**config.mk**
```make
export PLATFORM = sky130hd
export DESIGN_NAME = arith_cmd_issuer
export DESIGN_NICKNAME = d
export VERILOG_FILES = /design/src/rtl/arith_pkg.sv /design/src/rtl/arith_cmd_issuer.sv
export SDC_FILE = /design/constraint.sdc
export NUM_CORES = 1
export LEC_CHECK = 0
export CORE_MARGIN = 5
export CORE_UTILIZATION = 30
export DETAILED_ROUTE_END_ITERATION = 16
export PLACE_DENSITY_LB_ADDON = 0.2
export SYNTH_ARGS = -nofsm -noshare
export SYNTH_HDL_FRONTEND = slang
export SYNTH_SLANG_ARGS = --single-unit
```
**constraint.sdc**
```tcl
create_clock -name CLK -period 2.8 [get_ports CLK]
set_input_delay 0.56 -clock CLK [delete_from_list [all_inputs] [get_ports CLK]]
set_output_delay 0.56 -clock CLK [all_outputs]
set_load 0.02 [all_outputs]
```
**src/rtl/arith_pkg.sv**
```systemverilog
// Shared definitions for the arithmetic-unit command issuer.
//   - ALU function codes driven on ALU_FUN
//   - response error codes returned on rsp_err
//   - issuer FSM state encoding (also visible on the debug state output)
package arith_pkg;

   localparam logic [1:0] FUN_ADD = 2'b00;
   localparam logic [1:0] FUN_SUB = 2'b01;
   localparam logic [1:0] FUN_MUL = 2'b10;
   localparam logic [1:0] FUN_DIV = 2'b11;

   localparam logic [1:0] ERR_OK      = 2'b00;
   localparam logic [1:0] ERR_DIV0    = 2'b01;
   localparam logic [1:0] ERR_TIMEOUT = 2'b10;

   typedef enum logic [1:0] {
      ST_IDLE  = 2'd0,
      ST_ISSUE = 2'd1,
      ST_WAIT  = 2'd2,
      ST_RESP  = 2'd3
   } state_e;

endpackage

```
**src/rtl/arith_cmd_issuer.sv**
```systemverilog
// Initiator-side controller for the 16-bit signed arithmetic unit.
// Accepts one command at a time from the host, issues it to the arithmetic
// unit for a single cycle, waits for Arith_Flag (bounded by TIMEOUT), and
// returns the captured result with an error code.
//
// Ports:
//   CLK, rst                       clock, async active-high reset
//   cmd_valid/cmd_ready            host command handshake
//   cmd_a, cmd_b, cmd_fun          command operands and function code
//   A, B, ALU_FUN, ARITH_Enable    drive to the arithmetic unit
//   ARITH_OUT, Arith_Flag          result and result-valid from the unit
//   rsp_valid/rsp_ready            host response handshake
//   rsp_data, rsp_err              response payload
//   ops_done                       wrapping count of handed-off responses
//   dbg_state_o                    current FSM state
//
// Handshakes: a transfer happens on a rising CLK edge where valid && ready.
// Once raised, valid holds and its payload stays stable until that transfer.
module arith_cmd_issuer
   import arith_pkg::*;
#(
   parameter int IN_DATA_WIDTH   = 16,
   parameter int ARITH_OUT_WIDTH = 32,
   parameter int TIMEOUT         = 4,
   parameter int CNT_WIDTH       = 16
) (
   input  logic                       CLK,
   input  logic                       rst,
   input  logic                       cmd_valid,
   output logic                       cmd_ready,
   input  logic [IN_DATA_WIDTH-1:0]   cmd_a,
   input  logic [IN_DATA_WIDTH-1:0]   cmd_b,
   input  logic [1:0]                 cmd_fun,
   output logic [IN_DATA_WIDTH-1:0]   A,
   output logic [IN_DATA_WIDTH-1:0]   B,
   output logic [1:0]                 ALU_FUN,
   output logic                       ARITH_Enable,
   input  logic [ARITH_OUT_WIDTH-1:0] ARITH_OUT,
   input  logic                       Arith_Flag,
   output logic                       rsp_valid,
   input  logic                       rsp_ready,
   output logic [ARITH_OUT_WIDTH-1:0] rsp_data,
   output logic [1:0]                 rsp_err,
   output logic [CNT_WIDTH-1:0]       ops_done,
   output state_e                     dbg_state_o
);

   localparam int TMO_W = $clog2(TIMEOUT + 1);

   state_e                     state_q, state_d;
   logic [IN_DATA_WIDTH-1:0]   a_q, a_d;
   logic [IN_DATA_WIDTH-1:0]   b_q, b_d;
   logic [1:0]                 fun_q, fun_d;
   logic [ARITH_OUT_WIDTH-1:0] rsp_data_q, rsp_data_d;
   logic [1:0]                 rsp_err_q, rsp_err_d;
   logic [CNT_WIDTH-1:0]       ops_q, ops_d;
   logic [TMO_W-1:0]           tmo_q, tmo_d;

   always_ff @(posedge CLK or posedge rst) begin
      if (rst) begin
         state_q    <= ST_IDLE;
         a_q        <= '0;
         b_q        <= '0;
         fun_q      <= '0;
         rsp_data_q <= '0;
         rsp_err_q  <= ERR_OK;
         ops_q      <= '0;
         tmo_q      <= '0;
      end else begin
         state_q    <= state_d;
         a_q        <= a_d;
         b_q        <= b_d;
         fun_q      <= fun_d;
         rsp_data_q <= rsp_data_d;
         rsp_err_q  <= rsp_err_d;
         ops_q      <= ops_d;
         tmo_q      <= tmo_d;
      end
   end

   always_comb begin
      state_d    = state_q;
      a_d        = a_q;
      b_d        = b_q;
      fun_d      = fun_q;
      rsp_data_d = rsp_data_q;
      rsp_err_d  = rsp_err_q;
      ops_d      = ops_q;
      tmo_d      = tmo_q;

      unique case (state_q)
         ST_IDLE: begin
            if (cmd_valid) begin
               a_d   = cmd_a;
               b_d   = cmd_b;
               fun_d = cmd_fun;
               // Divide-by-zero is screened here so the unit never sees it.
               if (cmd_fun == FUN_DIV && cmd_b == '0) begin
                  rsp_data_d = '0;
                  rsp_err_d  = ERR_DIV0;
                  state_d    = ST_RESP;
               end else begin
                  state_d = ST_ISSUE;
               end
            end
         end
         ST_ISSUE: begin
            tmo_d   = '0;
            state_d = ST_WAIT;
         end
         ST_WAIT: begin
            // The flag takes priority over an expiring timeout.
            if (Arith_Flag) begin
               rsp_data_d = ARITH_OUT;
               rsp_err_d  = ERR_OK;
               state_d    = ST_RESP;
            end else begin
               tmo_d = tmo_q + TMO_W'(1);
               if (tmo_q == TMO_W'(TIMEOUT - 1)) begin
                  rsp_data_d = '0;
                  rsp_err_d  = ERR_TIMEOUT;
                  state_d    = ST_RESP;
               end
            end
         end
         ST_RESP: begin
            if (rsp_ready) begin
               ops_d   = ops_q + CNT_WIDTH'(1);
               state_d = ST_IDLE;
            end
         end
         default: state_d = ST_IDLE;
      endcase
   end

   assign cmd_ready    = (state_q == ST_IDLE);
   assign ARITH_Enable = (state_q == ST_ISSUE);
   assign rsp_valid    = (state_q == ST_RESP);
   assign A            = a_q;
   assign B            = b_q;
   assign ALU_FUN      = fun_q;
   assign rsp_data     = rsp_data_q;
   assign rsp_err      = rsp_err_q;
   assign ops_done     = ops_q;
   assign dbg_state_o  = state_q;

endmodule

```
==> metrics <==
Synth cell types 30; first-pass GRT wire length 15.78 mm; DP Wirelength ~7.0 mm; critical path's largest stage delay 0.65 ns; Crit path depth 3; DR vias/cell 4.510; Mean Syn Cell Area 13.36 um2; cell class contributing the biggest share of worst-path delay buffers and inverters; routed via count 2837; Worst Clk Skew 0.005198 ns; initial drt markers 97; syn nets approximately 370; Worst setup endpoint cmd_ready; status completed; Final Core Density roughly 47%; Die W 123.5 um; Reg area about 2200 um2; final hold vios 0; cell count after synthesis 289; mapped cell area 3861 um2; clock latency at the later pin of the worst-skew pair 0.34 ns; complex-gate fraction of the synthesized area 1.977%; Layout fillers 1186; Critical Path AT 1.81 ns; CP Buf/Inv Count 2; fin. max-slew vios 0; gp weighted congestion 0.7717; Worst setup EP type output port; crit share post-route 84.55%; RSZ-0062 raised after global routing no; total routed wirelength 9.821 mm; sequential share of the synthesized area between 50% and 60%; Die Span Y 123.5 um; area delta synth->final 55.22%; footprint of the multi-input gates 1525 um2; share of layout cells above drive strength 1 19.26%; type of the tightest min-delay check register to register; Synth Area in XOR/XNOR about 3.4%; drt first pass iters 4; Fin Setup TNS 0 ns; #FFs+latches synth 89; RR Startpoint dbg_state_o[0]; worst setup path start dbg_state_o[0]; Hold Buf Count CTS 0; final net count roughly 530; Max Clock Freq 422.4 MHz; Synth Warn # 0; Worst-Margin Slew 0.6436 ns; worst-path fanout max 5; Post-DRT Antenna Nets 0; relative slew slack between 50% and 60%; CP startpoint kind register; LEAKAGE approximately 2.7 nW; Antenna diodes 0; Post-Synth Adder-Cell Area 2.592%; die area 15240 um2; H-tree depth 3; crit path cell chain inv_1, ha_1, clkdlybuf4s50_1; initial core utilization a little under a third; num ports 160; crit path kind register to output port; WL/cell 15.61 um; Simple-Gate Fraction of Synth Area 10.63%; DRC 0; CTS tree yes; PwrDens 1029 nW/um2; worst path required time 2.24 ns; Final Setup Violations 0; Reg-to-Reg End rsp_data[22]; CTS Buffer Depth 2; row cnt 41; largest family of logic cells by synthesized area multiplexers; initial antenna violation count 0; CTS root buf clkbuf_16; TritonCTS buffer count 9; IO Port Bufs approximately 160; CP max stage cell clkdlybuf4s50_1; MaxCap Viol Count 0; post-CTS setup repair buffer count 0; vias in the first global route roughly 3000; Max VDD drop 0.4662 mV; fin crit period 2.367 ns; GR Overflow Total 0; R2R cell count 7; largest net degree at the start of global routing 90; PostCTS Resize Cnt 0; GRT Total Usage 13.35%; multiplexer share of the synthesized area 20.90%; CTS sink cnt 89; r2r setup slk 0.61 ns; Worst-path clk slew 0.06 ns; total core area 12620 um2
[logic make-up (layout without fill, tap and decap cells)]
| kind of cell | Yosys count | count (layout) |
|---|---|---|
| simple gates | 73 | 73 |
| mux | 72 | 72 |
| fa+ha+maj | 8 | 8 |
| flops | 89 | 89 |
| compound gates | 10 | 10 |
| xor+xnor | 15 | 15 |
| buf+inv | 22 | 190 |
[sequential cells by signal, indices dropped and copies added (netlist names)]
register     cells
rsp_data        32
A               16
B               16
ops_done        16
tmo_q            3
ALU_FUN          2
dbg_state_o      2
rsp_err          2
[where the power goes]
part	switching (mW)	total (mW)	internal [mW]	leakage, nW
combinational	1.34	2.83	1.49	1.41
clock	0.490	1.29	0.799	0.151
sequential	0.280	2.05	1.77	1.15
[layout make-up]
| class | instances | share of cell area [%] |
|---|---|---|
| Sequential cell | 89 | 37.16 |
| Timing Repair Buffer | 166 | 27.85 |
| Multi-Input combinational cell | 178 | 25.45 |
| Clock buffer | 10 | 3.987 |
| Tap cell | 172 | 3.591 |
| Clock inverter | 5 | 1.336 |
| Inverter | 9 | 0.6263 |
[layer usage]
layer,part of all wire [%],up-vias,track usage (%)
met4,2.0,0,5.675
met3,11,14,5.947
met5,0,-,0
met2,42,113,18.38
li1,-,1344,-
met1,45,1366,18.10
[cell usage after synthesis, drive strengths merged]
master | number | area [um2]
a21oi | 1 | 5.000
a22o | 1 | 8.760
and2 | 1 | 6.260
and3 | 33 | 206.5
and4 | 1 | 8.760
buf | 4 | 41.29
clkbuf | 9 | 33.78
dfrtp | 89 | 2227
ha | 8 | 100.1
inv | 9 | 33.78
mux2 | 69 | 777.0
mux2i | 3 | 30.03
nand2 | 10 | 37.54
nand2b | 1 | 6.260
nand3 | 10 | 50.05
nand4 | 2 | 12.51
nor2 | 6 | 22.52
nor2b | 2 | 12.51
nor4 | 5 | 31.28
nor4bb | 1 | 10.01
o21ai | 3 | 15.01
o22ai | 3 | 18.77
o31ai | 2 | 28.78
or2 | 1 | 6.260
xnor2 | 9 | 78.83
xor2 | 6 | 52.55
[placed cells by master (no fill, tap or decap), types with 3 or more instances in the layout]
cell,instances
xnor2_1,9
clkbuf_16,9
nand2_1,10
clkinvlp_4,3
ha_1,8
mux2_1,6
inv_1,8
dfrtp_1,89
clkdlybuf4s50_1,159
xor2_1,6
o22ai_1,3
and3_1,33
nand3_1,10
mux2_2,63
mux2i_1,3
buf_4,5
nor2_1,6
nor4_1,5
[worst min path at each step]
stage	startpoint	to	slack [ns]	cells after the start
floorplan	tmo_q[0]	tmo_q[0]	0.47	1
global route	ops_done[13]	ops_done[13]	0.50	1
finish	ops_done[15]	ops_done[15]	0.48	1
detailed placement	ops_done[15]	ops_done[15]	0.48	1
global placement	rsp_data[24]	rsp_data[24]	0.47	1
CTS	ops_done[15]	ops_done[15]	0.49	1
[stage by stage]
step	setup slack [ns]	instances	power, mW	area (um2)	hold slack (ns)
final	0.4327	629	6.165	5993	0.4828
after global routing	0.3111	629	6.547	5993	0.5039
after CTS	0.3872	629	6.288	5993	0.4934
after detailed placement	0.1564	614	4.942	5674	0.4805
after global placement	0.1848	614	4.893	5674	0.4684
after floorplan	0.4036	289	3.576	3865	0.4655
(Power assumes the default switching activity.)
